<file path="src/rtl/mem_access_arbiter.sv">
// Round-robin A/B sequencer for a 4x5 latch array; IDLE->SETUP->WRITE/READ->DONE, ack 3 cycles after sampling.
// Losing requester is held off until the next IDLE; MEM_ARB_VERIFY_EN adds a read-back VERIFY cycle to writes.
module mem_access_arbiter (
    input  logic       clk,
    input  logic       rst,
    input  logic       req_a,
    input  logic       req_b,
    input  logic       we_a,
    input  logic       we_b,
    input  logic [1:0] addr_a,
    input  logic [1:0] addr_b,
    input  logic [4:0] wdata_a,
    input  logic [4:0] wdata_b,
    output logic       ack_a,
    output logic       ack_b,
    output logic [4:0] rdata,
    output logic       busy,
    output logic       err,
    output logic [1:0] mem_sel,
    output logic       mem_we,
    output logic [4:0] mem_wdata,
    input  logic [4:0] mem_rdata
);

    typedef enum logic [2:0] {
        IDLE   = 3'd0,
        SETUP  = 3'd1,
        WRITE  = 3'd2,
        READ   = 3'd3,
        VERIFY = 3'd4,
        DONE   = 3'd5
    } state_t;

    state_t state;
    state_t state_nxt;

    logic lat_b;     // 1 = current transaction belongs to B
    logic lat_we;
    logic last_b;    // 1 = B was served last
    logic grant_b;
    logic any_req;

    // B takes a tie only when A was the one served last.
    assign any_req = req_a | req_b;
    assign grant_b = req_b & (~req_a | ~last_b);

    always_ff @(posedge clk or posedge rst) begin
        if (rst) begin
            state <= IDLE;
        end else begin
            state <= state_nxt;
        end
    end

    always_comb begin
        state_nxt = state;
        case (state)
            IDLE: begin
                if (any_req) begin
                    state_nxt = SETUP;
                end
            end
            SETUP: begin
                state_nxt = lat_we ? WRITE : READ;
            end
            WRITE: begin
`ifdef MEM_ARB_VERIFY_EN
                state_nxt = VERIFY;
`else
                state_nxt = DONE;
`endif
            end
            READ: begin
                state_nxt = DONE;
            end
            VERIFY: begin
                state_nxt = DONE;
            end
            DONE: begin
                state_nxt = IDLE;
            end
            default: begin
                state_nxt = IDLE;
            end
        endcase
    end

    // mem_sel/mem_wdata double as the latched address and write data, so they hold in IDLE.
    always_ff @(posedge clk or posedge rst) begin
        if (rst) begin
            lat_b     <= 1'b0;
            lat_we    <= 1'b0;
            last_b    <= 1'b1;
            mem_sel   <= 2'd0;
            mem_wdata <= 5'd0;
            rdata     <= 5'd0;
        end else begin
            if (state == IDLE && any_req) begin
                lat_b     <= grant_b;
                lat_we    <= grant_b ? we_b : we_a;
                mem_sel   <= grant_b ? addr_b : addr_a;
                mem_wdata <= grant_b ? wdata_b : wdata_a;
            end
            if (state == READ) begin
                rdata <= mem_rdata;
            end
            if (state == DONE) begin
                last_b <= lat_b;
            end
        end
    end

`ifdef MEM_ARB_VERIFY_EN
    logic err_q;

    always_ff @(posedge clk or posedge rst) begin
        if (rst) begin
            err_q <= 1'b0;
        end else if (state == VERIFY && mem_rdata != mem_wdata) begin
            err_q <= 1'b1;
        end
    end

    assign err = err_q;
`else
    assign err = 1'b0;
`endif

    // Decoded straight from the state register so reset kills the strobe without waiting for an edge.
    assign mem_we = (state == WRITE);
    assign busy   = (state != IDLE);
    assign ack_a  = (state == DONE) & ~lat_b;
    assign ack_b  = (state == DONE) &  lat_b;

endmodule
</file>
<file path="config.mk">
export PLATFORM = sky130hd
export DESIGN_NAME = mem_access_arbiter
export DESIGN_NICKNAME = d
export VERILOG_FILES = /design/src/rtl/mem_access_arbiter.sv
export SDC_FILE = /design/constraint.sdc
export NUM_CORES = 1
export LEC_CHECK = 0
export CAP_MARGIN = 20
export CORE_UTILIZATION = 37
export CTS_BUF_LIST = sky130_fd_sc_hd__clkbuf_4
export CTS_CLUSTER_DIAMETER = 40
export DETAILED_ROUTE_END_ITERATION = 10
export PLACE_DENSITY_LB_ADDON = 0.1
export SYNTH_ARGS = -nofsm -noshare
export SYNTH_HDL_FRONTEND = slang
export SYNTH_SLANG_ARGS = --single-unit
export TNS_END_PERCENT = 1
</file>
<file path="constraint.sdc">
create_clock -name clk -period 1.6 [get_ports clk]
set_clock_uncertainty 0.2 [all_clocks]
set_input_delay 0.24 -clock clk [delete_from_list [all_inputs] [get_ports clk]]
set_output_delay 0.24 -clock clk [all_outputs]
set_load 0.02 [all_outputs]
</file>
# [After elaboration in Yosys (flattened, before gate mapping)]
# Cells that the tools add are included.
[word_totals] regBits=18 output_inout_bits=17
[classes] eq_ne=6 mux=6 bitwise_logic=8 reduce_logical=4
[op_table] op="$pmux 3 s3" count=1
[op_table] op="$eq 3x2->1 const B" count=2
[op_table] op="$eq 3x3->1 const B" count=2
[op_table] op="$mux 5" count=1
[op_table] op="$and 1x1->1" count=3
[op_table] op="$eq 3x1->1 const B" count=1
[op_table] op="$logic_not 3->1" count=1
[op_table] op="$mux 3" count=1
[op_table] op="$not 1->1" count=3
[op_table] op="$reduce_bool 3->1" count=1
[op_table] op="$reduce_or 3->1" count=1
[op_table] op="$mux 1" count=2
[op_table] op="$mux 2" count=1
[op_table] op="$ne 2x2->1 const B" count=1
[op_table] op="$or 1x1->1" count=2
[op_table] op="$logic_and 1x1->1" count=1

# [Logic depth before layout (Yosys ltp)]
# Gate-level depths: netlist of run 1.
[depth] ltp_word=4 depth_mapped=5

# [Worst setup path after synthesis of run 1]
# Ideal clock, no wire load.
[synth_path] path_type="reg-to-reg" from="reg state[2]" to="reg lat_we" setup_ps=123 arrival_ps=1210 required_ps=1277 slack_ps=68 path_stages_with_launch=5 n_path_buf=1 path_cell_list="dfrtp_1 buf_6 nor3_4 nand3_2 o221a_2"
[synth_via] elab_chain_cells=2
[synth_lines] element="start: declaration" line="34" source="state_t state;"
[synth_lines] element="start signal: assignment" line="51" source="state <= state_nxt;"
[synth_lines] element="$logic_not 3->1" line="98" source="if (state == IDLE && any_req) begin"
[synth_lines] element="$logic_and 1x1->1" line="98"
[synth_lines] element="end signal: assignment" line="100" source="lat_we <= grant_b ? we_b : we_a;"
[synth_lines] element="end: declaration" line="38" source="logic lat_we;"
# Every way passes these cells.
# A chain may end at the register's enable or synchronous reset.

# [Worst setup path after layout of run 1]
[layout_path] from="reg state[2]" to="out busy"
[layout_via] elab_chain_cells=1
[layout_lines] element="$reduce_bool 3->1" line="131" source="assign busy = (state != IDLE);"
[layout_lines] element="end: declaration" line="17" source="output logic busy,"
# Every way passes these cells.

==> reports/qor.txt, run 1 <==
commonest non-fill, non-tap cells in the layout: 24 x clkdlybuf4s50_1, 16 x dfrtp_1, 12 x dlygate4sd2_1
Leakage Power: 0.580 nW
startpoint types: flop
Setup WS pre-CTS: -0.230 ns
Skew-Pair Late Insertion Delay: 0.29 ns
Fin. Hold Viols: 0
violated checks: setup timing
sequential share of the synthesized area: 0.540
row cnt: 16
RePlAce Congestion: 0.843
Combinational Power Share: 0.580
R2R Path End: mem_wdata[0]
first-pass GRT wire length: 3130 um
Unique masters post-synth: 25
Synth Warn #: 0
combined area of the multi-input logic cells: 388 um^2
TritonCTS clock tree: yes
post-route cell area: 0.00137 mm^2
TritonCTS Buffers: 3
worst path required time: 1.16 ns
Worst Reg2Reg Path Length in Cells: 4
PortBufs: 40
drt total wl: 1980 um
Syn Nets: 91
DRT Pass-1 Iters: 4
dpl cells: 138
peak supply drop: 1080 uV
RSZ-0062 raised after global routing: true
die height: 49.5 um
WP data arrival: 1.22 ns
Sequential Power Share: 0.331
Num Clock Sinks: 18
Min Clock Period, post-route: 1.66 ns
DR vias: 728
Clock power frac: 0.089
CTS HTree Levels: 1
I/O pins: 42
Mapped Area: 836 um^2
die area: 0.00245 mm^2
number of routed nets with antenna violations: 0
fin crit share: 1.04
Longest Clk Path Bufs: 2
Pwr Total: 2.49 mW
Gate Count Post-Synth: 66
# nets final: 143
All-Layer GR Usage: 0.175
Die Wd: 49.5 um
vias in the first global route: 668
PD cells: 1820 mW/mm^2
Congestion Overflow GR: 0
WL/cell: 13.8 um
Critical Path Fanout Max: 8
most common cell after layout, fill and taps aside: clkdlybuf4s50_1
status: finished, violations left
max-slew violations: 0
Seq cells post-synth: 18
worst-margin pin slew: 0.554 ns
Hold Path Class: primary input to async pin
share of layout cells above drive strength 1: 0.342
# Max-Cap Violations: 0
core area: 0.00204 mm^2
Post-DP Area: 0.00130 mm^2
final setup violation count: 12
largest net degree at the start of global routing: 19
Critical Path Sink Type: output pin
R2R Setup Slk: -0.02 ns
Hold-fix buffers, CTS: 0
DRT iter0 DRCs: 11
Max Clock Freq: 603 MHz
# diodes: 0
synth-to-layout area growth: 63.6%
worst rel slew slack: 0.629
worst setup margin: -0.0595 ns
Int Power: 1.53 mW
Avg Synthesized Cell Area: 12.7 um^2
kind of critical path: flop to output pin
setup TNS: -0.248 ns
Worst-path clk slew: 0.10 ns
Starting Density: 0.409
Net Switching: 0.955 mW
clk root buf: clkbuf_4
Residual DRC: 0
Reg-to-Reg Start: state[2]
initial antenna violation count: 0
hpwl dp: 1430 um
Finished Layout Cells: 144
vias per cell: 5.06
sequential cell area: 453 um^2
Sw Share: 0.384
fill count: 178
[kinds of logic after synthesis]
kind of cell,share of synthesized area
compound gates,0.220
other cells,0.00449
simple gates,0.118
flops,0.540
buf+inv,0.0359
mux,0.0808
[power by group through the flow]
stage,combinational (mW),clock [mW],sequential (mW)
after detailed placement,1.44,0,0.828
final,1.44,0.222,0.822
after global placement,1.40,0,0.823
after floorplan,0.636,0,1.01
after global routing,1.54,0.253,0.852
after CTS,1.38,0.227,0.823
[timing repair]
action                     in CTS  in global routing
setup endpoints to repair      24                 12
buffers inserted                0                  2
pin swaps                       0                  1
gates cloned                    0                  0
resized for setup              40                  4
[synthesized netlist by cell type, drive strengths merged]
master,count,area [um^2]
and2b,1,8.76
a31oi,1,6.26
nand3b,1,7.51
a21oi,2,10.0
o31ai,1,7.51
mux2,6,67.6
nand2,2,7.51
inv,3,11.3
nand3,2,20.0
dfrtp,17,425
dfstp,1,26.3
nor2,3,11.3
and3,1,7.51
o21bai,7,52.6
nor3b,1,7.51
o21ai,2,10.0
o221a,8,90.1
nand2b,1,6.26
buf,2,18.8
a21o,1,7.51
conb,1,3.75
nor2b,1,6.26
nor3,1,16.3
[area by class of cell]
class | instances | share of cell area
timing repair buffer | 49 | 0.333
clock buffer | 3 | 0.0165
inverter | 3 | 0.00823
clock inverter | 1 | 0.00274
multi-input combinational | 43 | 0.284
sequential | 18 | 0.331
tap | 27 | 0.0247
[per-stage QoR]
step / util / hold slack (ns)
2_1_floorplan: - / -0.0222
3_3_place_gp: 0.638 / 0.285
3_5_place_dp: 0.638 / 0.295
4_1_cts: 0.654 / 0.0546
5_1_grt: 0.670 / 0.0547
6_report: 0.670 / 0.0545
[how the worst max path moves through the flow]
stage              from      to  slack [ns]  cells past startpoint
2_1_floorplan  state[2]  lat_we        0.07                      4
3_3_place_gp   state[1]   ack_b       -0.19                      3
3_5_place_dp   state[1]   ack_b       -0.23                      3
4_1_cts        state[0]    busy       -0.07                      4
5_1_grt        state[1]    busy       -0.15                      4
6_report       state[2]    busy       -0.06                      3
[sequential cells by signal, summed over array words and instances (netlist names)]
signal     flops
last_b         1
rdata          5
mem_wdata      5
state          3
lat_b          1
mem_sel        2
lat_we         1
[critical path, stage by stage, from the launching register on]
cell,delay [ns]
dfrtp_2,0.49
nor3_4,0.25
inv_2,0.06
buf_6,0.13
[layer usage]
| layer | track usage | part of all wire | wire length [um] |
|---|---|---|---|
| met1 | 0.189 | 0.40 | 796 |
| met5 | 0 | 0 | 0 |
| met2 | 0.318 | 0.52 | 1030 |
| met4 | 0.0381 | 0.010 | 20 |
| met3 | 0.0710 | 0.070 | 139 |
Power figures use the tool's default switching activity.
==> run 2, diff against run 1 <==
--- a/config.mk
+++ b/config.mk
@@ -6,6 +6,7 @@
 export NUM_CORES = 1
 export LEC_CHECK = 0
 export CAP_MARGIN = 20
+export CORE_ASPECT_RATIO = 1.2
 export CORE_UTILIZATION = 37
 export CTS_BUF_LIST = sky130_fd_sc_hd__clkbuf_4
 export CTS_CLUSTER_DIAMETER = 40
==> constraint.sdc (replaced) <==
create_clock -name clk -period 1.3 [get_ports clk]
set_clock_uncertainty 0.2 [all_clocks]
set_input_delay 0.195 -clock clk [delete_from_list [all_inputs] [get_ports clk]]
set_output_delay 0.195 -clock clk [all_outputs]
set_load 0.02 [all_outputs]
==> run 2 against run 1 <==
  * The flow still finishes with violations (setup timing)
  * Routed wire length rose by 1.8%
  * Non-clock buffer count rose by 2
  * Register-to-register slack worse by 0.33 ns
  * Worst setup slack got worse by 0.29 ns
  * Critical path depth increased by 2
  * Final area fell by 1.0%
  * Hold slack better by 0.25 ns
  * Sequential share of layout area up 0.43 points
  * Critical endpoint is now lat_we
  * Largest cell class is now registers
==> reports/qor.txt, run 2 (same netlist as run 1, synthesis figures left out) <==
die area: 0.00245 mm^2
Congestion Overflow GR: 0
Regs by FF count: mem_wdata x5, rdata x5, state x3
clk root buf: clkbuf_4
WL/cell: 13.6 um
synth-to-layout area growth: 62.0%
Num Clock Sinks: 18
PortBufs: 40
I/O pins: 42
Longest Clk Path Bufs: 2
# Max-Cap Violations: 0
initial antenna violation count: 0
first-pass GRT wire length: 3060 um
number of routed nets with antenna violations: 0
CTS HTree Levels: 1
startpoint types: flop
DRT iter0 DRCs: 11
TritonCTS clock tree: yes
Critical Path Fanout Max: 8
RePlAce Congestion: 0.803
# nets final: 145
violated checks: setup timing
final setup violation count: 18
Residual DRC: 0
fin crit share: 1.27
Setup WS pre-CTS: -0.473 ns
Critical Path Sink Type: flop
commonest non-fill, non-tap cells in the layout: 24 x clkdlybuf4s50_1, 15 x dfrtp_1, 13 x buf_2
peak supply drop: 1370 uV
hold depth: 1
dpl cells: 143
Hold Path Class: flop to flop
Hold WS: 0.308 ns
Min Clock Period, post-route: 1.65 ns
DRT Pass-1 Iters: 5
Pwr Total: 3.04 mW
most common cell after layout, fill and taps aside: clkdlybuf4s50_1
share of layout cells above drive strength 1: 0.445
# diodes: 0
Starting Density: 0.399
TritonCTS Buffers: 3
WP data arrival: 1.64 ns
R2R Setup Slk: -0.35 ns
All-Layer GR Usage: 0.185
post-route cell area: 0.00135 mm^2
vias per cell: 4.97
status: finished, violations left
hpwl dp: 1490 um
Worst-path clk slew: 0.10 ns
Die Wd: 45.4 um
setup TNS: -4.73 ns
PD cells: 2250 mW/mm^2
Skew-Pair Late Insertion Delay: 0.29 ns
Leakage Power: 0.581 nW
Fin. Hold Viols: 0
Final Util: 0.646
row cnt: 18
Max Clock Freq: 606 MHz
worst path required time: 1.29 ns
Post-DP Area: 0.00134 mm^2
kind of critical path: flop to flop
Finished Layout Cells: 149
Worst Reg2Reg Path Length in Cells: 5
RSZ-0062 raised after global routing: true
worst setup margin: -0.349 ns
core area: 0.00209 mm^2
drt total wl: 2020 um
die height: 54.1 um
vias in the first global route: 711
largest net degree at the start of global routing: 19
DR vias: 741
max-slew violations: 0
## run 2: cell types whose count changed in the layout (fill, tap and decap cells not counted)
| cell | previous run | this run |
|---|---|---|
| and3_2 | 0 | 1 |
| buf_4 | 8 | 7 |
| buf_12 | 0 | 1 |
| dfrtp_2 | 1 | 2 |
| buf_6 | 4 | 5 |
| o21bai_1 | 6 | 7 |
| buf_2 | 1 | 13 |
| o21bai_2 | 1 | 0 |
| and3_4 | 1 | 0 |
| dlygate4sd3_1 | 0 | 1 |
| dfrtp_1 | 16 | 15 |
| dlygate4sd2_1 | 12 | 0 |
## run 2: area by class of cell
class	count	area, um^2
fillers	175	741
clock inverters	1	3.75
clock buffers	3	22.5
repair buffers	51	444
flip-flops and latches	18	454
multi-input cells	43	380
inverters	3	11.3
well taps	30	37.5
## run 2: worst paths after layout
| kind | from | endpoint |
|---|---|---|
| worst max-delay path | state[1] | lat_we |
| worst min-delay path | rdata[4] | rdata[4] |
| worst max register to register | state[1] | lat_we |
| worst min register to register | rdata[4] | rdata[4] |
| max in group asynchronous | rst | last_b |
| min in group asynchronous | rst | mem_wdata[0] |
## run 2: critical path: stages (launching register included)
cell and delay [ns]:
dfrtp_2 0.44, buf_6 0.13, nor3_4 0.20, buf_6 0.16, nand3_4 0.12, o221a_2 0.30
## run 2: what timing repair did
action	in CTS	in global routing
endpoints found under the setup margin	30	21
pin swaps	1	0
setup buffers	1	0
hold endpoints to repair	17	0
hold buffers	1	0
resized for setup	78	1
## run 2: metal layers
| metal | vias up | wire length [um] | share of wire | GRT usage |
|---|---|---|---|---|
| li1 | 351 | - | - | - |
| met1 | 357 | 756 | 0.37 | 0.192 |
| met2 | 29 | 1130 | 0.56 | 0.329 |
| met3 | 4 | 114 | 0.056 | 0.0503 |
| met4 | 0 | 23 | 0.011 | 0.106 |
| met5 | - | 0 | 0 | 0 |
## run 2: power by group
group	internal, mW	switching [mW]	leakage (nW)
clock network	0.112	0.169	0.0154
registers	0.852	0.171	0.202
logic	0.895	0.842	0.364
total	1.86	1.18	0.581
